### config.mk
export PLATFORM = sky130hd
export DESIGN_NAME = z80_spi_master
export DESIGN_NICKNAME = d
export VERILOG_FILES = /design/src/rtl/rc_io_pkg.sv /design/src/rtl/spi_shift8.sv /design/src/rtl/z80_spi_master.sv
export SDC_FILE = /design/constraint.sdc
export NUM_CORES = 1
export LEC_CHECK = 0
export BUFFER_PORTS_ARGS = -buffer_cell sky130_fd_sc_hd__buf_2
export CORE_AREA = 2 2 89 91
export DETAILED_ROUTE_END_ITERATION = 7
export DIE_AREA = 0 0 91 93
export PLACE_DENSITY_LB_ADDON = 0.15
export RECOVER_POWER = 25
export REMOVE_ABC_BUFFERS = 1
export SYNTH_ARGS = -nofsm -noshare
export SYNTH_HDL_FRONTEND = slang
export SYNTH_SLANG_ARGS = --single-unit
### constraint.sdc
create_clock -name clk_sys -period 1.9 [get_ports clk_sys]
set_input_delay 0.285 -clock clk_sys [delete_from_list [all_inputs] [get_ports clk_sys]]
set_output_delay 0.285 -clock clk_sys [all_outputs]
set_load 0.02 [all_outputs]
### src/rtl/rc_io_pkg.sv
// Shared definitions for the RC Z80 I/O peripherals: register map, CTRL/STATUS
// bit positions and the SPI sequencer states.
package rc_io_pkg;

    localparam logic [1:0] SPI_REG_DATA = 2'd0;
    localparam logic [1:0] SPI_REG_CTRL = 2'd1;
    localparam logic [1:0] SPI_REG_DIV  = 2'd2;

    localparam int CTRL_CS_EN_BIT = 0;
    localparam int CTRL_FAST_BIT  = 1;
    localparam int STAT_DONE_BIT  = 6;
    localparam int STAT_BUSY_BIT  = 7;

    typedef enum logic [1:0] {
        IDLE,
        LOW,
        HIGH
    } spi_state_t;

endpackage

### src/rtl/spi_shift8.sv
// 8-bit SPI datapath: transmit register shifted MSB-first and receive register
// filled from MISO, both advancing on each SCK rise.
module spi_shift8 (
    input  logic       clk_i,
    input  logic       rst_i,
    input  logic       load_i,
    input  logic [7:0] din_i,
    input  logic       shift_i,
    input  logic       miso_i,
    output logic       tx_msb_o,
    output logic [7:0] rx_o
);

    logic [7:0] tx_q, tx_d;
    logic [7:0] rx_q, rx_d;

    always_comb begin
        tx_d = tx_q;
        rx_d = rx_q;
        if (load_i) begin
            tx_d = din_i;
        end else if (shift_i) begin
            tx_d = {tx_q[6:0], 1'b0};
            rx_d = {rx_q[6:0], miso_i};
        end
    end

    always_ff @(posedge clk_i) begin
        if (rst_i) begin
            tx_q <= '0;
            rx_q <= '0;
        end else begin
            tx_q <= tx_d;
            rx_q <= rx_d;
        end
    end

    // After a rise has shifted, the MSB already holds the bit for the next LOW phase.
    assign tx_msb_o = tx_q[7];
    assign rx_o     = rx_q;

endmodule

### src/rtl/z80_spi_master.sv
// Z80 I/O-mapped SPI master (mode 0) feeding the SD card: CPU register file,
// edge-detected access strobes, SCK half-period divider and bit sequencer.
module z80_spi_master
    import rc_io_pkg::*;
#(
    parameter logic [7:0] SLOW_DIV  = 8'd71,
    parameter logic [7:0] RESET_DIV = 8'd1
) (
    input  logic       clk_sys,
    input  logic       reset,
    input  logic       io_cs,
    input  logic [1:0] io_addr,
    input  logic       io_rd,
    input  logic       io_wr,
    input  logic [7:0] io_din,
    output logic [7:0] io_dout,
    output logic       sd_cs,
    output logic       sd_sck,
    output logic       sd_mosi,
    input  logic       sd_miso,
    output logic       busy
);

    spi_state_t state_q, state_d;
    logic [7:0] half_q, half_d;
    logic [7:0] hlim_q, hlim_d;
    logic [2:0] bitcnt_q, bitcnt_d;
    logic       sck_q, sck_d;
    logic       mosi_q, mosi_d;
    logic       busy_q, busy_d;
    logic       done_q, done_d;
    logic [7:0] rx_data_q, rx_data_d;
    logic       cs_en_q, cs_en_d;
    logic       fast_q, fast_d;
    logic [7:0] div_q, div_d;
    logic       wr_prev_q, rd_prev_q;

    logic       wr_lvl, rd_lvl, wr_stb, rd_stb;
    logic       sh_load, sh_shift, sh_tx_msb;
    logic [7:0] sh_rx;
    logic [7:0] status;

    // Edge-detect the level strobes so a long CPU I/O cycle acts exactly once.
    assign wr_lvl = io_cs & io_wr;
    assign rd_lvl = io_cs & io_rd & (io_addr == SPI_REG_DATA);
    assign wr_stb = wr_lvl & ~wr_prev_q;
    assign rd_stb = ~rd_lvl & rd_prev_q;

    spi_shift8 u_shift (
        .clk_i    (clk_sys),
        .rst_i    (reset),
        .load_i   (sh_load),
        .din_i    (io_din),
        .shift_i  (sh_shift),
        .miso_i   (sd_miso),
        .tx_msb_o (sh_tx_msb),
        .rx_o     (sh_rx)
    );

    always_comb begin
        state_d   = state_q;
        half_d    = half_q;
        hlim_d    = hlim_q;
        bitcnt_d  = bitcnt_q;
        sck_d     = sck_q;
        mosi_d    = mosi_q;
        busy_d    = busy_q;
        done_d    = done_q;
        rx_data_d = rx_data_q;
        cs_en_d   = cs_en_q;
        fast_d    = fast_q;
        div_d     = div_q;
        sh_load   = 1'b0;
        sh_shift  = 1'b0;

        if (wr_stb) begin
            case (io_addr)
                SPI_REG_CTRL: begin
                    cs_en_d = io_din[CTRL_CS_EN_BIT];
                    fast_d  = io_din[CTRL_FAST_BIT];
                end
                SPI_REG_DIV: div_d = io_din;
                default: ;
            endcase
        end
        if (rd_stb) done_d = 1'b0;

        // Completion is evaluated after the read-clear so that it wins a tie.
        case (state_q)
            IDLE: begin
                if (wr_stb && io_addr == SPI_REG_DATA) begin
                    sh_load  = 1'b1;
                    bitcnt_d = 3'd7;
                    busy_d   = 1'b1;
                    done_d   = 1'b0;
                    mosi_d   = io_din[7];
                    half_d   = '0;
                    hlim_d   = fast_q ? div_q : SLOW_DIV;
                    state_d  = LOW;
                end
            end
            LOW: begin
                if (half_q == hlim_q) begin
                    half_d   = '0;
                    sck_d    = 1'b1;
                    sh_shift = 1'b1;
                    state_d  = HIGH;
                end else begin
                    half_d = half_q + 8'd1;
                end
            end
            HIGH: begin
                if (half_q == hlim_q) begin
                    half_d = '0;
                    sck_d  = 1'b0;
                    if (bitcnt_q == 3'd0) begin
                        rx_data_d = sh_rx;
                        busy_d    = 1'b0;
                        done_d    = 1'b1;
                        mosi_d    = 1'b1;
                        state_d   = IDLE;
                    end else begin
                        bitcnt_d = bitcnt_q - 3'd1;
                        mosi_d   = sh_tx_msb;
                        state_d  = LOW;
                    end
                end else begin
                    half_d = half_q + 8'd1;
                end
            end
            default: state_d = IDLE;
        endcase
    end

    always_ff @(posedge clk_sys) begin
        if (reset) begin
            state_q   <= IDLE;
            half_q    <= '0;
            hlim_q    <= '0;
            bitcnt_q  <= '0;
            sck_q     <= 1'b0;
            mosi_q    <= 1'b1;
            busy_q    <= 1'b0;
            done_q    <= 1'b0;
            rx_data_q <= 8'hFF;
            cs_en_q   <= 1'b0;
            fast_q    <= 1'b0;
            div_q     <= RESET_DIV;
            wr_prev_q <= 1'b0;
            rd_prev_q <= 1'b0;
        end else begin
            state_q   <= state_d;
            half_q    <= half_d;
            hlim_q    <= hlim_d;
            bitcnt_q  <= bitcnt_d;
            sck_q     <= sck_d;
            mosi_q    <= mosi_d;
            busy_q    <= busy_d;
            done_q    <= done_d;
            rx_data_q <= rx_data_d;
            cs_en_q   <= cs_en_d;
            fast_q    <= fast_d;
            div_q     <= div_d;
            wr_prev_q <= wr_lvl;
            rd_prev_q <= rd_lvl;
        end
    end

    always_comb begin
        status                = '0;
        status[STAT_BUSY_BIT] = busy_q;
        status[STAT_DONE_BIT] = done_q;
        status[CTRL_FAST_BIT] = fast_q;
        status[CTRL_CS_EN_BIT] = cs_en_q;
    end

    always_comb begin
        io_dout = 8'hFF;
        if (io_cs && io_rd) begin
            case (io_addr)
                SPI_REG_DATA: io_dout = rx_data_q;
                SPI_REG_CTRL: io_dout = status;
                SPI_REG_DIV:  io_dout = div_q;
                default:      io_dout = 8'hFF;
            endcase
        end
    end

    assign sd_cs   = ~cs_en_q;
    assign sd_sck  = sck_q;
    assign sd_mosi = mosi_q;
    assign busy    = busy_q;

endmodule

==> Word level (Yosys, flattened, before mapping) <==
Index checks and enable logic that the tools add are counted.
{ "op_classes": {"n_eq_ne": 10, "muxes": 37, "n_bitwise": 9, "add_sub_neg": 2, "n_reduce_logical": 21} }
{ "ops": {"columns": ["op", "n"], "rows": [
  ["2-to-1 mux 8 bit", 6],
  ["case mux 8 bit (3 select lines)", 1],
  ["2-to-1 mux 1 bit", 17],
  ["case mux 8 bit (2 select lines)", 1],
  ["AND reduction 3 bit", 4],
  ["inequality test 2 bit, second input constant", 5],
  ["AND reduction 2 bit", 5],
  ["2-to-1 mux 3 bit", 3],
  ["adder 8 x 1 -> 8 bit, second input constant", 1],
  ["== test 8 bit", 1],
  ["case mux 1 bit (2 select lines)", 4],
  ["AND reduction 4 bit", 2],
  ["nonzero test 2 bit", 4],
  ["2-to-1 mux 2 bit", 3],
  ["case mux 2 bit (3 select lines)", 1],
  ["case mux 3 bit (2 select lines)", 1],
  ["bitwise AND 1 bit", 5],
  ["== test 2 x 1 -> 1 bit, second input constant", 2],
  ["== test 2 bit, second input constant", 2],
  ["logical NOT 2 bit", 2],
  ["inverter 1 bit", 4],
  ["logical NOT 3 bit", 1],
  ["subtractor 3 x 1 -> 3 bit, second input constant", 1],
  ["logical AND 1 bit", 2],
  ["OR reduction 2 bit", 1]
]} }
{ "word_totals": {"ff_bits": 61, "out_inout_bits": 12} }

==> Logic depth before layout (Yosys ltp) <==
{ "logic_depth": {"depth_word": 8, "mapped_depth": 9, "mapped_depth_nobuf": 7} }

==> Modules after synthesis <==
From an unflattened synthesis, not the netlist that was laid out.
{ "unflattened": {"hier_cells": 343, "hier_area_um2": 2992.9} }
{ "modules_own_cells": {"columns": ["mod", "seq_area_each_um2", "instances", "cells_each", "area_per_inst_um2"], "rows": [
  ["z80_spi_master", 900.9, 1, 271, 2280.9],
  ["spi_shift8", 320.3, 1, 72, 711.9]
]} }

==> Least setup slack after synthesis <==
OpenSTA, ideal clock, no wires.
{ "synth_timing": {"path_type": "flip-flop to flip-flop", "startpoint": "register half_q[3]", "endpoint": "register rx_data_q[0]", "arrival_ps": 1658, "period_less_slack_ps": 1787, "path_slack_ps": 113, "setup_time_ps": 129, "path_buffers": 1, "path_stages_with_launch": 7, "path_cell_list": "dfxtp_1 -> xor2_1 -> nor4_2 -> and4_2 -> buf_4 -> mux2i_1 -> nand2_1"} }
{ "synth_via": {"elab_chain_len": 2} }
{ "synth_lines": {"columns": ["element", "line_no", "source"], "rows": [
  ["start, declared", "z80_spi_master.sv:25", "logic [7:0] half_q, half_d;"],
  ["start signal, assigned", "z80_spi_master.sv:153", "half_q <= half_d;"],
  ["== test 8 bit", "z80_spi_master.sv:113", "if (half_q == hlim_q) begin"],
  ["AND reduction 3 bit (no line)", null, null],
  ["end signal, assigned", "z80_spi_master.sv:160", "rx_data_q <= rx_data_d;"],
  ["end, declared", "z80_spi_master.sv:32", "logic [7:0] rx_data_q, rx_data_d;"]
]} }
Every way passes these cells.
A chain may end at the register's enable or synchronous reset.

==> Worst setup path after layout <==
{ "layout_timing": {"startpoint": "register half_q[0]", "endpoint": "register half_q[7]"} }
{ "layout_via": {"elab_chain_len": 3, "elab_cells_between_ends": 4, "cone_classes": "1 x add/sub; 1 x eq/ne; 2 x mux"} }
{ "layout_lines": {"columns": ["element", "line_no", "source"], "rows": [
  ["adder 8 x 1 -> 8 bit or == test 8 bit (tied branches)", null, null],
  ["2-to-1 mux 8 bit (*)", "z80_spi_master.sv:103, z80_spi_master.sv:113", null],
  ["case mux 8 bit (2 select lines) (*)", "z80_spi_master.sv:89", "case (state_q)"]
]} }
Every way passes the cells marked *; elsewhere a longest branch is shown, timed or not.

==> results.txt <==
result of the run: complete, no violations
met2 track demand over resource: 30.0%
number of distinct standard cells referenced by the synthesized netlist: 46
pin count of the biggest net entering global routing: 38
first-pass GRT wire length: 12.2 mm
share of synthesized flip-flops with an asynchronous set or reset: 0%
sink of the worst hold path: u_shift.rx_o[0]$_SDFFE_PP0P_
Peak Freq: 559 MHz
worst max-slew margin expressed relative to the limit: 70.7%
reg-to-reg slack, setup: 110 ps
die area: 0.00846 mm^2
global routing met3 resource utilization: 4.11%
arrival time of the worst setup path: 2060 ps
number of H-tree levels: 3
GR Layer Usage met1: 23.5%
standby leakage power: 1.27 nW
Hold Path Depth: 3
share of layout cells above drive strength 1: 19.4%
fin crit share: 94.2%
Cell Area, Synth: 0.00294 mm^2
post-route cell area: 0.00343 mm^2
number of max-capacitance violations reported: 0
Vert. Die Dim: 93 um
terminus of the critical flop-to-flop path: half_q[7]$_SDFFE_PP0P_
DP Area: 0.00325 mm^2
category of the worst setup path capture point: flip-flop
DR vias/cell: 5.27
type of the worst setup path: flip-flop to flip-flop
part of the total power dissipated in sequential elements: 39.6%
worst hold slack: 176 ps
clock tree from TritonCTS: done
mean routed wirelength per cell: 15.1 um
pin slew with the least headroom to its limit: 439 ps
antenna violations before repair: 0
global-route usage over all layers: 18.3%
final setup violation count: 0
power share of the clock group: 27.9%
DP Wirelength: 5.15 mm
clock transition time at the flip-flop clock pins of the worst setup and hold paths: 70 ps
die outline width: 91 um
Port Buf Inserts: 27
number of flip-flops and latches in the synthesized netlist: 61
Hold Violations, Final: 0
maximum buffer depth of the clock tree: 2
peak fanout along the critical path: 5
FF-to-FF Start: half_q[0]$_SDFFE_PP0P_
worst hold path startpoint: sd_miso
cts bufs inserted: 9
via count: 2,544
predominant post-synthesis flop cell: dfxtp_1
net count of the finished layout: 401
gate count of the mapped netlist: 338
count of hold-fix buffers inserted at cts: 0
area of the placeable core: 0.00753 mm^2
worst clock skew: 6.26 ps
worst skew pair latency: 350 ps
post-detailed-route DRC marker count: 0
switching share of power: 36.3%
Tot Pwr: 3.69 mW
number of enable flip-flop cells after synthesis: 0
Final Max Tran Viols: 0
number of antenna diodes: 0
Iteration-0 DRC Markers: 93
sw power: 1.34 mW
number of search-and-repair iterations in the first detailed-routing pass: 4
Yosys warning total: 0
final wirelength: 7.29 mm
part of the Yosys area used for sequential elements: 41.6%
worst r2r path cells: 5
data required time of the worst path: 2170 ps
Pint: 2.35 mW
via count of the first global-routing pass: 2,440
Hold Path Class: input pin to flip-flop
unrepaired setup endpoints after global routing: true
TritonCTS Sinks: 61
element type at the critical path start: flip-flop
Synth-to-Final Area Change: 17.0%
residual antenna-violating net count after detailed routing: 0
final critical delay including setup and external delays: 1790 ps
Util after Layout: 45.6%
busiest metal layer after global routing: met2
routability congestion estimate from global placement: 0.798
Worst VDD drop: 0.462 mV
number of cell rows: 32
power density over cell area: 1070 mW/mm^2
library cell used as clock root buffer: clkbuf_8
Synth Area per Inst: 8.68 um^2
Top Ports: 28
proportion of power drawn by combinational gates: 32.5%
global route total overflow: 0
Initial Util: 39.0%
==> power by group through the flow <==
| stage | Clock (mW) | Combinational [mW] | Sequential (mW) |
|---|---|---|---|
| after global placement | 0 | 1.16 | 1.49 |
| after detailed placement | 0 | 1.17 | 1.49 |
| after floorplan | 0 | 0.657 | 1.50 |
| final | 1.03 | 1.20 | 1.46 |
| after global routing | 1.10 | 1.32 | 1.47 |
| after CTS | 1.05 | 1.18 | 1.46 |
==> cells in the final DEF (no fill, tap or decap), types with 2 or more instances in the layout <==
master,netlist,final
a21oi_1,28,28
inv_1,8,8
o21ai_0,13,13
nand2b_1,2,2
a31oi_1,9,9
xor2_1,8,8
dfxtp_1,61,58
or2_2,2,2
or4_1,5,5
and3_1,2,2
nor4_2,2,2
clkbuf_8,0,10
a22oi_1,6,6
buf_2,6,23
and3b_1,2,2
nor3b_1,4,4
buf_4,1,19
nor2b_1,3,3
nor3_1,5,4
mux2i_1,28,28
ha_1,8,8
a22oi_2,2,2
nand4_1,8,8
clkbuf_1,11,5
nor2_1,26,26
nand3_1,11,11
dfxtp_2,0,3
a2111oi_0,2,2
clkinv_2,0,2
a211oi_1,2,2
nand2_1,52,51
clkinvlp_4,0,2
a311oi_1,2,2
clkbuf_2,0,2
==> metal layers <==
layer	part of all wire (%)	wire, um
met1	48	3530
met2	46	3370
met3	3.1	223
met4	2.2	163
met5	0	0
==> kinds of logic (layout without fill, tap and decap cells) <==
family / Yosys count / count (layout) / share of synthesized area, %
AND/OR/NAND/NOR: 132 / 132 / 22.3
buffers and inverters: 29 / 72 / 4.99
AO/OA/AOI/OAI: 72 / 72 / 15.8
flip-flops: 61 / 61 / 41.6
multiplexers: 28 / 28 / 9.55
XOR/XNOR: 8 / 8 / 2.39
adder cells (fa/ha/maj): 8 / 8 / 3.41
==> synthesized netlist by cell type (3+ instances only) <==
master	instances	area share (%)
xor2_1	8	2.4
or4_1	5	1.3
nor3b_1	4	1.0
nand2_1	52	6.6
a22oi_1	6	1.5
nand3_1	11	1.9
nor2b_1	3	0.64
inv_1	8	1.0
ha_1	8	3.4
clkbuf_1	11	1.4
dfxtp_1	61	42
a21oi_1	28	4.8
nand4_1	8	1.7
buf_2	6	1.0
nor2_1	26	3.3
a31oi_1	9	1.9
o21ai_0	13	2.2
mux2i_1	28	9.5
nor3_1	5	0.85
==> registers in the layout, summed over array words and instances, names as in the netlist, 2 cells and up <==
| signal | cells |
|---|---|
| div_q | 8 |
| half_q | 8 |
| hlim_q | 8 |
| rx_data_q | 8 |
| u_shift.rx_o | 8 |
| u_shift.tx_q | 8 |
| bitcnt_q | 3 |
| state_q | 2 |
==> critical path: stages (launching register included) <==
cell and delay, ps:
dfxtp_1 430, nand3_1 140, or2_2 330, or2_1 240, or4_1 400, a31oi_1 170
==> worst max-delay path by stage <==
stage	from	to	slack, ps	cells past startpoint
3_3_place_gp	half_q[2]$_SDFFE_PP0P_	bitcnt_q[0]$_SDFFE_PP0P_	40	6
2_1_floorplan	half_q[3]$_SDFFE_PP0P_	rx_data_q[0]$_SDFFE_PP1P_	100	5
3_5_place_dp	half_q[2]$_SDFFE_PP0P_	bitcnt_q[1]$_SDFFE_PP0P_	60	6
6_report	half_q[0]$_SDFFE_PP0P_	half_q[7]$_SDFFE_PP0P_	110	5
5_1_grt	half_q[0]$_SDFFE_PP0P_	half_q[7]$_SDFFE_PP0P_	-20	5
4_1_cts	half_q[0]$_SDFFE_PP0P_	bitcnt_q[1]$_SDFFE_PP0P_	40	6
==> cell type report <==
cell class / count / area (um^2)
fillers: 807 / 4090
multi-input cells: 248 / 1580
flip-flops and latches: 61 / 1220
repair buffers: 49 / 303
clock buffers: 11 / 141
well taps: 102 / 128
inverters: 8 / 30.0
clock inverters: 4 / 25.0
==> per-stage QoR <==
step	worst slack (ps)	setup TNS, ps	cells
final	110	0	483
after global routing	-20.8	-39.7	483
after CTS	43.9	0	482
after detailed placement	56.9	0	467
after global placement	42.8	0	467
after floorplan	98.4	0	317
==> repair_timing <==
item                                    4_1_cts  5_1_grt
endpoints found under the setup margin        0       31
gates resized for setup                       0        8
endpoints found under the hold margin         0        0
setup buffers                                 0        1
No activity file was read; power rests on OpenSTA's default activity.
